===== config.mk =====
export PLATFORM = sky130hd
export DESIGN_NAME = dual_rail_value_extract
export DESIGN_NICKNAME = d
export VERILOG_FILES = /design/src/rtl/dual_rail_value_extract.sv
export SDC_FILE = /design/constraint.sdc
export NUM_CORES = 1
export LEC_CHECK = 0
export CORE_MARGIN = 1.5
export CORE_UTILIZATION = 40
export DETAILED_ROUTE_END_ITERATION = 10
export GPL_TIMING_DRIVEN = 1
export PLACE_DENSITY = 0.66
export REMOVE_ABC_BUFFERS = 1
export SETUP_SLACK_MARGIN = 0.3
export SKIP_CTS_REPAIR_TIMING = 1
export SLEW_MARGIN = 20
export SYNTH_ARGS = -nofsm -noshare
export SYNTH_HDL_FRONTEND = slang
export SYNTH_SLANG_ARGS = --single-unit

===== constraint.sdc =====
create_clock -name clk -period 2.4 [get_ports clk]
set_input_delay 0.48 -clock clk [delete_from_list [all_inputs] [get_ports clk]]
set_output_delay 0.48 -clock clk [all_outputs]
set_load 0.01 [all_outputs]

===== src/rtl/dual_rail_value_extract.sv =====
// rtl/dual_rail_value_extract.sv - two-phase dual-rail link receiver with valid/ready output and ack toggle
module dual_rail_value_extract #(
    parameter           ENC         = "TP",
    parameter int       WIDTH       = 1,
    parameter int       SYNC_STAGES = 2
) (
    input  logic                   clk,
    input  logic                   rst,
    input  logic [WIDTH-1:0][1:0]  in,
    output logic                   ack,
    output logic                   out_valid,
    input  logic                   out_ready,
    output logic [WIDTH-1:0]       out_data,
    output logic                   err
);

    generate
        if (ENC != "TP") begin : g_bad_enc
            $error("dual_rail_value_extract: only two-phase (TP) encoding is supported");
        end
        if (WIDTH < 1) begin : g_bad_width
            $error("dual_rail_value_extract: WIDTH must be at least 1");
        end
        if (SYNC_STAGES < 2) begin : g_bad_sync
            $error("dual_rail_value_extract: SYNC_STAGES must be at least 2");
        end
    endgenerate

    typedef enum logic [1:0] {
        ST_IDLE = 2'd0,
        ST_HOLD = 2'd1,
        ST_ERR  = 2'd2
    } state_t;

    state_t                              state;
    logic [SYNC_STAGES-1:0][WIDTH-1:0][1:0] sync_q;
    logic [WIDTH-1:0][1:0]               s;
    logic [WIDTH-1:0][1:0]               phase_ref;
    logic [WIDTH-1:0]                    t1;
    logic [WIDTH-1:0]                    t0;
    logic [WIDTH-1:0]                    done;
    logic [WIDTH-1:0]                    bad;
    logic                                all_done;
    logic                                any_bad;

    // Rails are asynchronous to clk; every rail gets its own flop chain.
    always_ff @(posedge clk or negedge rst) begin
        if (!rst) begin
            sync_q <= '0;
        end else begin
            sync_q[0] <= in;
            for (int i = 1; i < SYNC_STAGES; i++) begin
                sync_q[i] <= sync_q[i-1];
            end
        end
    end

    assign s = sync_q[SYNC_STAGES-1];

    // A bit is complete when exactly one of its rails differs from the reference.
    always_comb begin
        t1   = '0;
        t0   = '0;
        done = '0;
        bad  = '0;
        for (int b = 0; b < WIDTH; b++) begin
            t1[b]   = s[b][1] ^ phase_ref[b][1];
            t0[b]   = s[b][0] ^ phase_ref[b][0];
            done[b] = t1[b] ^ t0[b];
            bad[b]  = t1[b] & t0[b];
        end
    end

    assign all_done = &done;
    assign any_bad  = |bad;

    always_ff @(posedge clk or negedge rst) begin
        if (!rst) begin
            state     <= ST_IDLE;
            phase_ref <= '0;
            ack       <= 1'b0;
            out_valid <= 1'b0;
            out_data  <= '0;
            err       <= 1'b0;
        end else begin
            case (state)
                ST_IDLE: begin
                    if (any_bad) begin
                        err       <= 1'b1;
                        out_valid <= 1'b0;
                        state     <= ST_ERR;
                    end else if (all_done) begin
                        out_data  <= t1;
                        phase_ref <= s;
                        out_valid <= 1'b1;
                        state     <= ST_HOLD;
                    end
                end
                ST_HOLD: begin
                    // Rails are not examined here; late transitions are judged back in IDLE.
                    if (out_ready) begin
                        ack       <= ~ack;
                        out_valid <= 1'b0;
                        state     <= ST_IDLE;
                    end
                end
                ST_ERR: begin
                    err       <= 1'b1;
                    out_valid <= 1'b0;
                end
                default: begin
                    state <= ST_ERR;
                    err   <= 1'b1;
                end
            endcase
        end
    end

endmodule


* Yosys cells after proc, flatten, opt, wreduce, memory -nomap -nowiden
Index checks and enable logic that the tools add are counted.
** Word-level totals
- Bits in registers :: 12
- Input bits :: 5
- Word-level logic and storage cells :: 38
** Cells by class
- Equal/unequal tests :: 5
- Multiplexer cells :: 10
- Bitwise operators :: 8
- Reduce and logical (&&, ||, !) cells :: 7
** Operators with widths (number)
- $reduce_and A3 Y1 :: 3
- $mux W2 :: 3
- $pmux W2 S3 :: 1
- $mux W1 :: 4
- $ne A2 B2 Y1 const B :: 2
- $not A1 Y1 :: 4
- $reduce_and A2 Y1 :: 2
- $ne A3 B3 Y1 const B :: 1
- $pmux W1 S3 :: 1
- $reduce_bool A3 Y1 :: 1
- $xor A1 B1 Y1 :: 3
- $eq A2 B1 Y1 const B :: 1
- $eq A2 B2 Y1 const B :: 1
- $logic_not A2 Y1 :: 1
- $pmux W1 S2 :: 1
- $and A1 B1 Y1 :: 1

* Depth between registers and ports, before layout
- Depth in word-level cells :: 5
- Gate-level depth with buffers :: 6

* Least setup slack after synthesis
OpenSTA, ideal clock, no wires.
- Path type :: flip-flop to flip-flop
- Start point :: register phase_ref[1] in the netlist's numbering
- End point :: register out_valid
- Setup time :: 69 ps
- Arrival time :: 1463 ps
- Path slack :: 869 ps
- Stages on the path, launching flop included :: 7
- Path buffers :: 0
- Cell sequence :: dfrtp_1 > xnor2_1 > inv_1 > ha_1 > nand2b_2 > or4_1 > nand3_1
** Between the ends
- Word-level cells in the longest chain between the ends :: 4
- Elaborated cells between the ends (all ways) :: 7
- Those cells by class :: eq/ne: 1; mux: 2; bitwise: 3; reduce/logical: 1
** RTL lines
- start, declared :: line 38 : logic [WIDTH-1:0][1:0] phase_ref;
- start signal, assigned :: line 94 : phase_ref <= s;
- $xor A1 B1 Y1 (*) :: line 67 : t1[b] = s[b][1] ^ phase_ref[b][1];
- named net t1 :: line 39 : logic [WIDTH-1:0] t1;
- $xor A1 B1 Y1 or $and A1 B1 Y1 (tied branches) :: line 69, 70
- $ne A3 B3 Y1 (no line) or $mux W1 (tied branches)
- $reduce_and A3 Y1 (no line) or $pmux W1 S3 (tied branches)
- end signal, assigned :: line 82 : out_valid <= 1'b0;
- end signal, assigned :: line 90 : out_valid <= 1'b0;
- end signal, assigned :: line 95 : out_valid <= 1'b1;
- end, declared :: line 11 : output logic out_valid,
The timed path passes the listed nets; every way through them passes the cells marked *.
A chain may end at the register's enable or synchronous reset.

* Worst setup path in the final report
- Start point :: register out_valid
- End point :: output out_valid
No word-level cell between the ends.

==> flow_metrics.tcl <==
set metrics [dict create \
    yosysTopAreaCell "dfrtp_1" \
    critPathRequiredTime_ns 1.92 \
    synth_area_per_cell_um2 12.3 \
    coreArea_um2 1280 \
    cp.depth 1 \
    startpoint "out_valid" \
    period_share_pct 69.0 \
    routed_wirelength_um 723 \
    syn_area_um2 539 \
    hold_path_class "reg2reg" \
    endpoint "out_valid" \
    crit_path_max_incr_delay_ns 0.54 \
    swShare_pct 19.4 \
    synth_top_area_share_pct 55.7 \
    top_level_ports 9 \
    antennaDiodeCount 0 \
    gp_congestion 0.621 \
    synthArstFlopShare_pct 100 \
    grt_pass1_wl_um 1260 \
    timing.rr.end "out_valid" \
    p_clk_share_pct 41.2 \
    status "complete, no violations" \
    cts_root_buffer "clkbuf_4" \
    syn_inst 44 \
    switching_power_uw 73.4 \
    placed_area_um2 638 \
    intPower_uw 306 \
    synth_commonest_cells "dfrtp_1 (12), ha_1 (5), inv_1 (5)" \
    syn_to_final_growth_pct 25.1 \
    relSlewSlack_pct 66.2 \
    cts_tree "done" \
    htreeDepth 1 \
    period_minus_slack_ns 1.66 \
    finalMaxSlewViolations 0 \
    cp_max_fo 3 \
    synth_warnings 0 \
    hpwl_um 565 \
    yosys-top-cells-area "dfrtp_1 (56%), ha_1 (12%), mux2_2 (4.2%)" \
    tightest_slew_ns 0.505 \
    ant_nets 0 \
    layout.nets 67 \
    seqPwrFrac_pct 54.6 \
    clockBufferDepth 2 \
    clock_latency_ns 0.27 \
    grt_overflow 0 \
    rsz0062_at_grt "false" \
    combPwrFrac_pct 4.2 \
    dr.pass1.iters 1 \
    critPathTopFamily "buffers and inverters" \
    drcViolationCount 0 \
    criticalPathCategory "reg2out" \
    first_global_vias 315 \
    setup_viol 0 \
    die_x_um 39.7 \
    synth_ff_type "dfrtp_1" \
    clock.fmax_mhz 604 \
    r2r_cells 6 \
    top_usage_layer "met2" \
    crit_path_end_kind "output port" \
    viasPerCell 4.80 \
    hold_viol 0 \
    grt_util_met3_pct 8.52 \
    clk_pin_slew_worst_paths_ns 0.08 \
    synth_seq_cells 12 \
    power.density_nw_per_um2 562 \
    vias 341 \
    final_layout_size_suffix_gt1_share_pct 16.1 \
    rows 13 \
    start_util_pct 42.0 \
    drtIter0Drc 0 \
    reg2reg_slack_ns 0.77 \
    cts_buffers 3 \
    ys_types 17 \
    power.leakage_nw 0.310 \
    synth-edff-count 0 \
    die_h_um 39.7 \
    r2r-start "phase_ref[1]" \
    setup_tns_ns 0 \
    cts_sinks 12 \
    fin_area_um2 674 \
    gr-usage-met1_pct 15.1 \
    gr-usage-all-layers_pct 13.3 \
    path_buf_inv 1 \
    use_met2_pct 18.4 \
    cp_slowest_cell "clkdlybuf4s50_1" \
    whs_ns 0.357 \
    start_kind "register" \
    antenna_found_initial 0 \
    irDropWorstVdd_uv 330 \
    cp.arrival_ns 1.18 \
    wl_per_cell_um 10.2 \
    finClkSkew_ns 0.00881 \
    io_buffers 8 \
    yosysMostFrequentCell "dfrtp_1" \
    die_area_um2 1580 \
    path_cells "clkdlybuf4s50_1" \
    yosysSeqAreaShare_pct 55.7 \
    grt_max_degree 13 \
    max_cap_viol_count 0 \
]
[power groups by stage]
stage	clock network [mW]	registers (mW)	logic, mW
2_1_floorplan	0	0.211	0.00463
3_3_place_gp	0	0.211	0.0161
3_5_place_dp	0	0.211	0.0166
4_1_cts	0.163	0.207	0.0166
5_1_grt	0.172	0.207	0.0180
6_report	0.156	0.207	0.0160
[layer usage]
layer,up-vias,wire [um]
met4,0,12
met3,2,45
li1,170,-
met5,-,0
met1,160,327
met2,9,338
[stage by stage]
stage          util, %  instances  power (mW)  worst slack (ns)
2_1_floorplan        -         44       0.215             0.869
5_1_grt           52.5         71       0.397             0.607
4_1_cts           52.5         71       0.387             0.729
6_report          52.5         71       0.379             0.743
3_3_place_gp      49.7         67       0.227             0.714
3_5_place_dp      49.7         67       0.228             0.705
[flip-flops by register name (all words and copies together), names as in the netlist]
register / cells
out_valid: 1
s: 2
phase_ref: 2
ack: 1
sync_q: 2
err: 1
state: 2
out_data: 1
[cells in the final DEF (no fill, tap or decap)]
cell type | synthesis | routed
a211oi_1 | 1 | 1
a21o_2 | 1 | 1
clkbuf_4 | 0 | 3
clkbuf_8 | 0 | 1
clkdlybuf4s50_1 | 0 | 8
dfrtp_1 | 12 | 12
ha_1 | 5 | 5
inv_1 | 5 | 5
mux2_2 | 2 | 2
mux2i_1 | 1 | 1
nand2_1 | 3 | 3
nand2b_2 | 1 | 1
nand3_1 | 2 | 2
nor2_1 | 1 | 1
nor2b_4 | 1 | 1
o21ai_0 | 3 | 3
o21ai_1 | 1 | 1
or4_1 | 2 | 2
xnor2_1 | 2 | 2
xor2_1 | 1 | 1
[cells by family after synthesis]
group / count (synthesis) / synth area share (%)
XOR/XNOR: 3 / 4.87
AND/OR/NAND/NOR: 10 / 11.6
multiplexers: 3 / 6.03
AO/OA/AOI/OAI: 6 / 6.73
adder cells (fa/ha/maj): 5 / 11.6
buffers and inverters: 5 / 3.48
flip-flops: 12 / 55.7
[worst min-delay path by stage]
stage,start,end,slack (ns),cells after the start
global placement,sync_q[1],s[1],0.33,0
detailed placement,sync_q[0],s[0],0.35,0
finish,sync_q[0],s[0],0.36,0
CTS,sync_q[0],s[0],0.36,0
floorplan,rst,ack,0.18,0
global route,sync_q[0],s[0],0.37,0
[area by class of cell]
cell class / count / area (um2)
sequential: 12 / 300
tap: 15 / 18.8
clock buffer: 4 / 36.3
multi-input combinational: 27 / 220
timing repair buffer: 8 / 80.1
inverter: 5 / 18.8
fill: 120 / 611
Power figures use the tool's default switching activity.
